`src/rtl/vga_sync_decoder.sv`:
```
// vga_sync_decoder: rebuilds active-area pixel coordinates from hsync/vsync/de,
// measures line and frame geometry, and reports lock against H_RES x V_RES.
module vga_sync_decoder #(
  parameter int unsigned H_RES     = 800,
  parameter int unsigned V_RES     = 480,
  parameter bit          HS_ACTIVE = 1'b0,
  parameter bit          VS_ACTIVE = 1'b0
) (
  input  logic        clk,
  input  logic        rst,
  input  logic        hsync,
  input  logic        vsync,
  input  logic        de,
  output logic [9:0]  sx,
  output logic [9:0]  sy,
  output logic        active,
  output logic        frame_start,
  output logic [11:0] line_len,
  output logic [9:0]  act_width,
  output logic [9:0]  act_lines,
  output logic        locked,
  output logic        err
);

  localparam logic [9:0] H_RES_W = 10'(H_RES);
  localparam logic [9:0] V_RES_W = 10'(V_RES);

  typedef enum logic [1:0] {SEARCH, MEASURE, LOCKED} state_e;

  state_e      state_q, state_d;
  logic        hs1_q, hs2_q, vs1_q, vs2_q, de1_q, de2_q;
  logic [11:0] hcnt_q, hcnt_d, line_len_q, line_len_d, ref_len_q, ref_len_d;
  logic        ref_valid_q, ref_valid_d;
  logic [9:0]  px_q, px_d, ln_q, ln_d, sx_q, sx_d, sy_q, sy_d;
  logic [9:0]  act_width_q, act_width_d, act_lines_q, act_lines_d;
  logic        active_q, active_d, frame_start_q, frame_start_d, err_q, err_d;

  logic        hs_lead, vs_lead, de_rise, de_fall, hcnt_sat, geom_bad, lines_ok;
  logic [11:0] hcnt_inc;
  logic [9:0]  px_inc, ln_inc;

  assign hs_lead  = (hs1_q == HS_ACTIVE) && (hs2_q != HS_ACTIVE);
  assign vs_lead  = (vs1_q == VS_ACTIVE) && (vs2_q != VS_ACTIVE);
  assign de_rise  = de1_q && !de2_q;
  assign de_fall  = !de1_q && de2_q;
  assign hcnt_inc = (hcnt_q == '1) ? hcnt_q : hcnt_q + 12'd1;
  assign px_inc   = (px_q == '1) ? px_q : px_q + 10'd1;
  assign ln_inc   = (ln_q == '1) ? ln_q : ln_q + 10'd1;

  // A missing hsync is reported once, on the cycle hcnt first pins at 4095.
  assign hcnt_sat = !hs_lead && (hcnt_q == 12'hFFE);
  assign geom_bad = (hs_lead && ref_valid_q && (hcnt_inc != ref_len_q))
                  || (de_fall && (px_inc != H_RES_W))
                  || hcnt_sat;
  assign lines_ok = (ln_q == V_RES_W);

  always_comb begin
    hcnt_d        = hcnt_inc;
    line_len_d    = line_len_q;
    px_d          = px_q;
    ln_d          = ln_q;
    sx_d          = sx_q;
    sy_d          = sy_q;
    act_width_d   = act_width_q;
    act_lines_d   = act_lines_q;
    active_d      = de1_q;
    frame_start_d = vs_lead;
    if (hs_lead) begin
      line_len_d = hcnt_inc;
      hcnt_d     = '0;
    end
    if (de1_q) begin
      px_d = de_rise ? '0 : px_inc;
      sx_d = px_d;
      sy_d = ln_q;
    end
    if (de_fall) begin
      act_width_d = px_inc;
      ln_d        = ln_inc;
    end
    if (vs_lead) begin
      act_lines_d = ln_q;
      ln_d        = '0;
    end
  end

  always_comb begin
    state_d     = state_q;
    ref_len_d   = ref_len_q;
    ref_valid_d = ref_valid_q;
    err_d       = 1'b0;
    case (state_q)
      SEARCH: begin
        ref_valid_d = 1'b0;
        if (vs_lead) state_d = MEASURE;
      end
      MEASURE: begin
        if (hs_lead && !ref_valid_q) begin
          ref_len_d   = hcnt_inc;
          ref_valid_d = 1'b1;
        end
        if (geom_bad)     state_d = SEARCH;
        else if (vs_lead) state_d = lines_ok ? LOCKED : SEARCH;
      end
      LOCKED: begin
        if (geom_bad || (vs_lead && !lines_ok)) begin
          err_d   = 1'b1;
          state_d = SEARCH;
        end
      end
      default: state_d = SEARCH;
    endcase
  end

  always_ff @(posedge clk) begin
    if (rst) begin
      state_q       <= SEARCH;
      hs1_q         <= !HS_ACTIVE;
      hs2_q         <= !HS_ACTIVE;
      vs1_q         <= !VS_ACTIVE;
      vs2_q         <= !VS_ACTIVE;
      de1_q         <= 1'b0;
      de2_q         <= 1'b0;
      hcnt_q        <= '0;
      line_len_q    <= '0;
      ref_len_q     <= '0;
      ref_valid_q   <= 1'b0;
      px_q          <= '0;
      ln_q          <= '0;
      sx_q          <= '0;
      sy_q          <= '0;
      act_width_q   <= '0;
      act_lines_q   <= '0;
      active_q      <= 1'b0;
      frame_start_q <= 1'b0;
      err_q         <= 1'b0;
    end else begin
      state_q       <= state_d;
      hs1_q         <= hsync;
      hs2_q         <= hs1_q;
      vs1_q         <= vsync;
      vs2_q         <= vs1_q;
      de1_q         <= de;
      de2_q         <= de1_q;
      hcnt_q        <= hcnt_d;
      line_len_q    <= line_len_d;
      ref_len_q     <= ref_len_d;
      ref_valid_q   <= ref_valid_d;
      px_q          <= px_d;
      ln_q          <= ln_d;
      sx_q          <= sx_d;
      sy_q          <= sy_d;
      act_width_q   <= act_width_d;
      act_lines_q   <= act_lines_d;
      active_q      <= active_d;
      frame_start_q <= frame_start_d;
      err_q         <= err_d;
    end
  end

  assign sx          = sx_q;
  assign sy          = sy_q;
  assign active      = active_q;
  assign frame_start = frame_start_q;
  assign line_len    = line_len_q;
  assign act_width   = act_width_q;
  assign act_lines   = act_lines_q;
  assign locked      = (state_q == LOCKED);
  assign err         = err_q;

endmodule

```
`config.mk`:
```
export PLATFORM = sky130hd
export DESIGN_NAME = vga_sync_decoder
export DESIGN_NICKNAME = d
export VERILOG_FILES = /design/src/rtl/vga_sync_decoder.sv
export SDC_FILE = /design/constraint.sdc
export NUM_CORES = 1
export LEC_CHECK = 0
export CAP_MARGIN = 30
export CORE_ASPECT_RATIO = 2
export CORE_MARGIN = 4
export CORE_UTILIZATION = 55
export DETAILED_ROUTE_END_ITERATION = 8
export PLACE_DENSITY = 0.77
export SLEW_MARGIN = 40
export SYNTH_ARGS = -nofsm -noshare
export SYNTH_HDL_FRONTEND = slang
export SYNTH_SLANG_ARGS = --single-unit
```
`constraint.sdc`:
```
create_clock -name clk -period 5.8 [get_ports clk]
set_input_delay 0.87 -clock clk [delete_from_list [all_inputs] [get_ports clk]]
set_output_delay 0.87 -clock clk [all_outputs]
set_load 0.02 [all_outputs]
```
; ---- Yosys cells after proc, flatten, opt, wreduce, memory -nomap -nowiden
; Index checks and enable logic that the tools add are counted.
[op_classes]
add_sub_neg = 3
eq_ne = 13
n_mux = 12
n_bitwise = 4
n_reduce_logical = 27
[ops]
columns = cell, count
row1 = 12-bit == test (second input constant), 2
row2 = 10-bit by 1-bit adder with 10-bit output (second input constant), 2
row3 = 10-bit == test (second input constant), 2
row4 = 10-bit two-way mux, 2
row5 = 12-bit by 1-bit adder with 12-bit output (second input constant), 1
row6 = 12-bit two-way mux, 1
row7 = 12-bit != test, 1
row8 = 10-bit by 9-bit == test with 1-bit output (second input constant), 1
row9 = 1-bit logical AND, 10
row10 = 2-bit two-way mux, 5
row11 = 10-bit != test (second input constant), 1
row12 = 2-bit case mux with 3 select lines, 1
row13 = 2-bit AND reduction, 3
row14 = 2-bit OR reduction, 3
row15 = 1-bit zero test, 5
row16 = 2-bit != test (second input constant), 2
row17 = 1-bit inverter, 4
row18 = 1-bit logical OR, 3
row19 = 3-bit != test (second input constant), 1
row20 = 3-bit AND reduction, 1
row21 = 2-bit by 1-bit == test with 1-bit output (second input constant), 1
row22 = 2-bit == test (second input constant), 1
row23 = 2-bit zero test, 1
row24 = 1-bit two-way mux, 2
row25 = other kinds (3), 3
[word_totals]
register_bits = 97
inputBits = 5
output_inout_bits = 56
wordCells = 77

; ---- Longest topological paths before layout
[logic_depth]
ltp_word = 9
depth_mapped = 9

; ---- Least setup slack after synthesis
; OpenSTA, ideal clock, no wires.
[synth_path]
path_type = flip-flop to flip-flop
startpoint = reg sx[0] (netlist name)
endpoint = reg err_q (netlist: err)
t_arrival_ns = 2.281
slack_ns = 3.397
stages_incl_launch_ff = 10
n_path_buf = 1
synth_period_minus_slack_ns = 2.403
cell_sequence = dfxtp_1 > ha_1 > and2_1 > buf_2 > a211oi_1 > xnor2_1 > nand3_1 > nor4b_1 > o21ai_0 > o311a_1
[synth_lines]
columns = item, line
row1 = to (signal assigned), 157  ; err_q <= err_d;
row2 = to (decl), 36  ; logic active_q, active_d, frame_start_q, frame_start_d, err_q, err_d;

; ---- Worst setup path after layout
[layout_path]
startpoint = reg hcnt_q[0]
endpoint = reg err_q (netlist: err)
[layout_between]
elab_chain_cells = 8
elab_cells_between_ends = 11
classes_between = add/sub: 1 / eq/ne: 3 / mux: 2 / reduce/logical: 5
[layout_rtl]
columns = item, line
row1 = from (decl), 32  ; logic [11:0] hcnt_q, hcnt_d, line_len_q, line_len_d, ref_len_q, ref_len_d;
row2 = from (signal assigned), 145  ; hcnt_q <= hcnt_d;
row3 = 12-bit by 1-bit adder with 12-bit output or 12-bit == test (tied branches), 46  ; assign hcnt_inc = (hcnt_q == '1) ? hcnt_q : hcnt_q + 12'd1;
row4 = 12-bit two-way mux, 46
row5 = 12-bit != test, 52  ; assign geom_bad = (hs_lead && ref_valid_q && (hcnt_inc != ref_len_q))
row6 = 1-bit logical AND, 52
row7 = 1-bit logical OR, 53  ; || (de_fall && (px_inc != H_RES_W))
row8 = 1-bit logical OR *, 54  ; || hcnt_sat;
row9 = 1-bit logical OR *, 106  ; if (geom_bad || (vs_lead && !lines_ok)) begin
row10 = 1-bit two-way mux *, 106
; Mark *: on every way between the ends. The rest lies on a longest branch, timed or not.
; A chain may end at the register's enable or synchronous reset.

==> reports/metrics.csv <==
stage;metric;value;unit
outcome;status;complete, no violations;
route;Remaining DRCs;0;
cts;total CTS buffers;9;
logic_synthesis;EDFF count, synth;0;
worst_setup_path;reg2reg end;err;
layout;share of cells above drive strength 1;7.266;%
layout;Layout Cells excl Fill;674;
worst_setup_path;R2R cell count;8;
logic_synthesis;register area share after synthesis;43.61;%
die;Cell Rows;46;
route;Detailed Route WL;11750;um
die;CORE AREA;7943;sq um
timing;Final Setup Violations;0;
logic_synthesis;Synth Area in Adders;1.405;%
global_route;vias in the first global route;4020;
layout;nets@finish;583;
route;via count;4102;
hold_path;Hold Path Class;flop to flop;
timing;final setup skew;6.424;ps
cts;clk slew on worst S/H paths;70;ps
worst_setup_path;Max stage delay on crit path;480;ps
worst_setup_path;Critical R2R Launch;hcnt_q[0];
worst_setup_path;crit path cell chain;ha_1 > and3_1 > nand3_2 > a21oi_1 > xnor2_1 > o2111a_1 > a31oi_2 > o311a_1;
placed_design;DP Cell Count;658;
worst_setup_path;crit path from;hcnt_q[0];
cts;post_cts resized;0;
route;ANT nets after route;0;
timing;final hold violation count;0;
logic_synthesis;mux share of post-synthesis cell area;3.681;%
worst_setup_path;r2r setup slk;2990;ps
cts;clock tree buffer depth;2;
cts;root buf cell;clkbuf_16;
timing;slew margin rel.;47.73;%
worst_setup_path;Slowest-stage cell, CP;dfxtp_1;
timing;max-slew violations;0;
logic_synthesis;post-synthesis simple-gate area fraction;24.61;%
global_route;largest net degree at the start of global routing;65;
timing;Min Hold Slack;453.8;ps
logic_synthesis;Most used DFF post-synth;dfxtp_1;
die;Die Y-Extent;135.3;um
worst_setup_path;Worst EP required;6040;ps
logic_synthesis;largest family of logic cells by synthesized area;simple AND/OR/NAND/NOR gates;
global_route;first-pass GRT wire length;18990;um
job;max cap viols;0;
logic_synthesis;Synthesized Nets;543;
timing;worst-margin pin slew;781.2;ps
cts;clk sinks;97;
global_route;initial antenna violation count;0;
die;Die Area;9687;sq um
placed_design;area post-placement;5027;sq um
cts;CTS tree;done;
layout;Area Overhead vs Synth;20.40;%
route;Via density;6.086;
placed_design;Port Buf Inserts;60;
worst_setup_path;Worst Setup EP;err;
layout;Ant. Diodes;0;
logic_synthesis;Async SR Flop Fraction;0;%
layout;Final Cell Area;5361;sq um
die;Die Span X;71.63;um
route;WL per Instance;17.43;um
route;First DRT Iteration DRCs;315;
logic_synthesis;fraction of synthesized cell area in xor and xnor cells;4.130;%
cts;hold_buf cts;0;
global_route;Overall Global Routing Usage;24.84;%
timing;Period minus WS final;2808;ps
power_and_ir_drop;worst ir drop on vdd;0.0002078;V
placed_design;detailed-placement wirelength estimate;8342;um
die;Starting Density;56.06;%
worst_setup_path;crit path launch type;flop;
die;Top-Level Pins;61;
cts;Post-CTS Setup Bufs;0;
logic_synthesis;Cell Area, Synth;4453;sq um
power_and_ir_drop;leakage;1.836;nW
power_and_ir_drop;Tot Pwr;1.407;mW
logic_synthesis;Syn Area/Cell;8.355;sq um
layout;final core occ;67.50;%
logic_synthesis;Synth Area in Compound Gates;17.70;%
cts;htree depth;3;
logic_synthesis;Ys Warns;0;
route;drt first pass iters;6;
timing;RSZ-0062 raised after global routing;false;
global_route;total global routing overflow;0;
worst_setup_path;arrival time of the worst setup path;3050;ps
logic_synthesis;Syn Inst Count;533;
logic_synthesis;Yosys cell types;60;
worst_setup_path;Crit Path Class;flop to flop;
placed_design;GPL Wtd Cong;0.9826;
logic_synthesis;Seq cells post-synth;97;
worst_setup_path;maximum net fanout on the critical path;10;
timing;Fin Setup TNS;0;ps
power_and_ir_drop;power per standard cell area;262.5;nW/um^2
timing;final worst slack;2992;ps
placed_design;Place WS;3048;ps
timing;Max Fclk;356.2;MHz
timing;final period utilization;48.41;%
cts;clk_lat worst skew;350;ps
worst_setup_path;Worst Setup End Kind;flop;
==> how the worst min path moves through the flow <==
| stage | from | to | slack (ps) | cells after the start |
|---|---|---|---|---|
| 2_1_floorplan | hs1_q | hs2_q | 430 | 1 |
| 3_3_place_gp | act_width[0] | act_width[0] | 440 | 2 |
| 3_5_place_dp | act_width[4] | act_width[4] | 450 | 2 |
| 4_1_cts | act_width[4] | act_width[4] | 460 | 2 |
| 5_1_grt | act_width[4] | act_width[4] | 480 | 2 |
| 6_report | line_len[0] | line_len[0] | 450 | 2 |
==> worst max-delay path, delay by kind of cell (launching register included) <==
| family | cells | cell delay [ps] |
|---|---|---|
| compound gates | 4 | 1090 |
| xor+xnor | 1 | 160 |
| fa+ha+maj | 1 | 280 |
| flops | 1 | 480 |
| simple gates | 2 | 690 |
==> final cells by class <==
type	count	area, sq um
inverters	14	52.55
fillers	653	2581
flip-flops and latches	97	1942
clock inverters	5	86.33
clock buffers	11	242.7
well taps	96	120.1
multi-input cells	389	2307
repair buffers	62	610.6
==> registers in the layout, indices dropped and copies added (netlist names) <==
name / cells
act_lines: 10
act_width: 10
active: 1
active_d: 1
err: 1
frame_start: 1
hcnt_q: 12
hs1_q: 1
hs2_q: 1
line_len: 12
ln_q: 10
ref_len_q: 12
ref_valid_q: 1
state_q: 2
sx: 10
sy: 10
vs1_q: 1
vs2_q: 1
==> kinds of logic after synthesis <==
logic type / count (synthesis)
compound gates: 118
fa+ha+maj: 5
xor+xnor: 21
simple gates: 229
mux: 16
flops: 97
buf+inv: 47
==> cells in the mapped netlist, types with 5 or more instances <==
cell type / instances / area [sq um]
or2_2: 5 / 31.28
inv_1: 14 / 52.55
and3_1: 6 / 37.54
xor2_1: 8 / 70.07
a211oi_1: 8 / 60.06
o21ai_0: 12 / 60.06
and4_1: 6 / 52.55
nand3_1: 16 / 80.08
a22o_1: 10 / 87.58
a31oi_1: 5 / 31.28
nor2_1: 74 / 277.8
nand2_1: 70 / 262.8
nor2b_1: 11 / 68.82
dfxtp_1: 97 / 1942
mux2i_1: 13 / 130.1
nor3_1: 9 / 45.04
ha_1: 5 / 62.56
buf_2: 6 / 30.03
xnor2_1: 13 / 113.9
a21oi_1: 54 / 270.3
clkbuf_1: 16 / 60.06
nand4_1: 9 / 56.30
==> power breakdown <==
part / total, mW / internal [mW] / switching, mW
clock network: 0.652 / 0.394 / 0.259
logic: 0.0716 / 0.0255 / 0.0461
registers: 0.683 / 0.674 / 0.00910
==> per-layer routing <==
layer,routed length (um),vias to the layer above,share of wire (%),GRT usage [%]
li1,-,1942,-,-
met1,4143,1960,35,25.46
met2,6336,145,54,43.85
met3,570,55,4.9,4.903
met4,699,0,5.9,17.36
met5,0,-,0,0
==> placed cells by master (no fill, tap or decap), types with 8 or more instances in the layout <==
cell type,instances
mux2i_1,13
nand3_1,16
nor2b_1,10
a22o_1,10
xor2_1,8
nand2_1,70
xnor2_1,13
o21ai_0,12
clkbuf_16,9
clkdlybuf4s50_1,59
nand4_1,9
nor2_1,73
a211oi_1,8
nor3_1,8
dfxtp_1,97
a21oi_1,54
inv_1,14
Power figures use the tool's default switching activity.
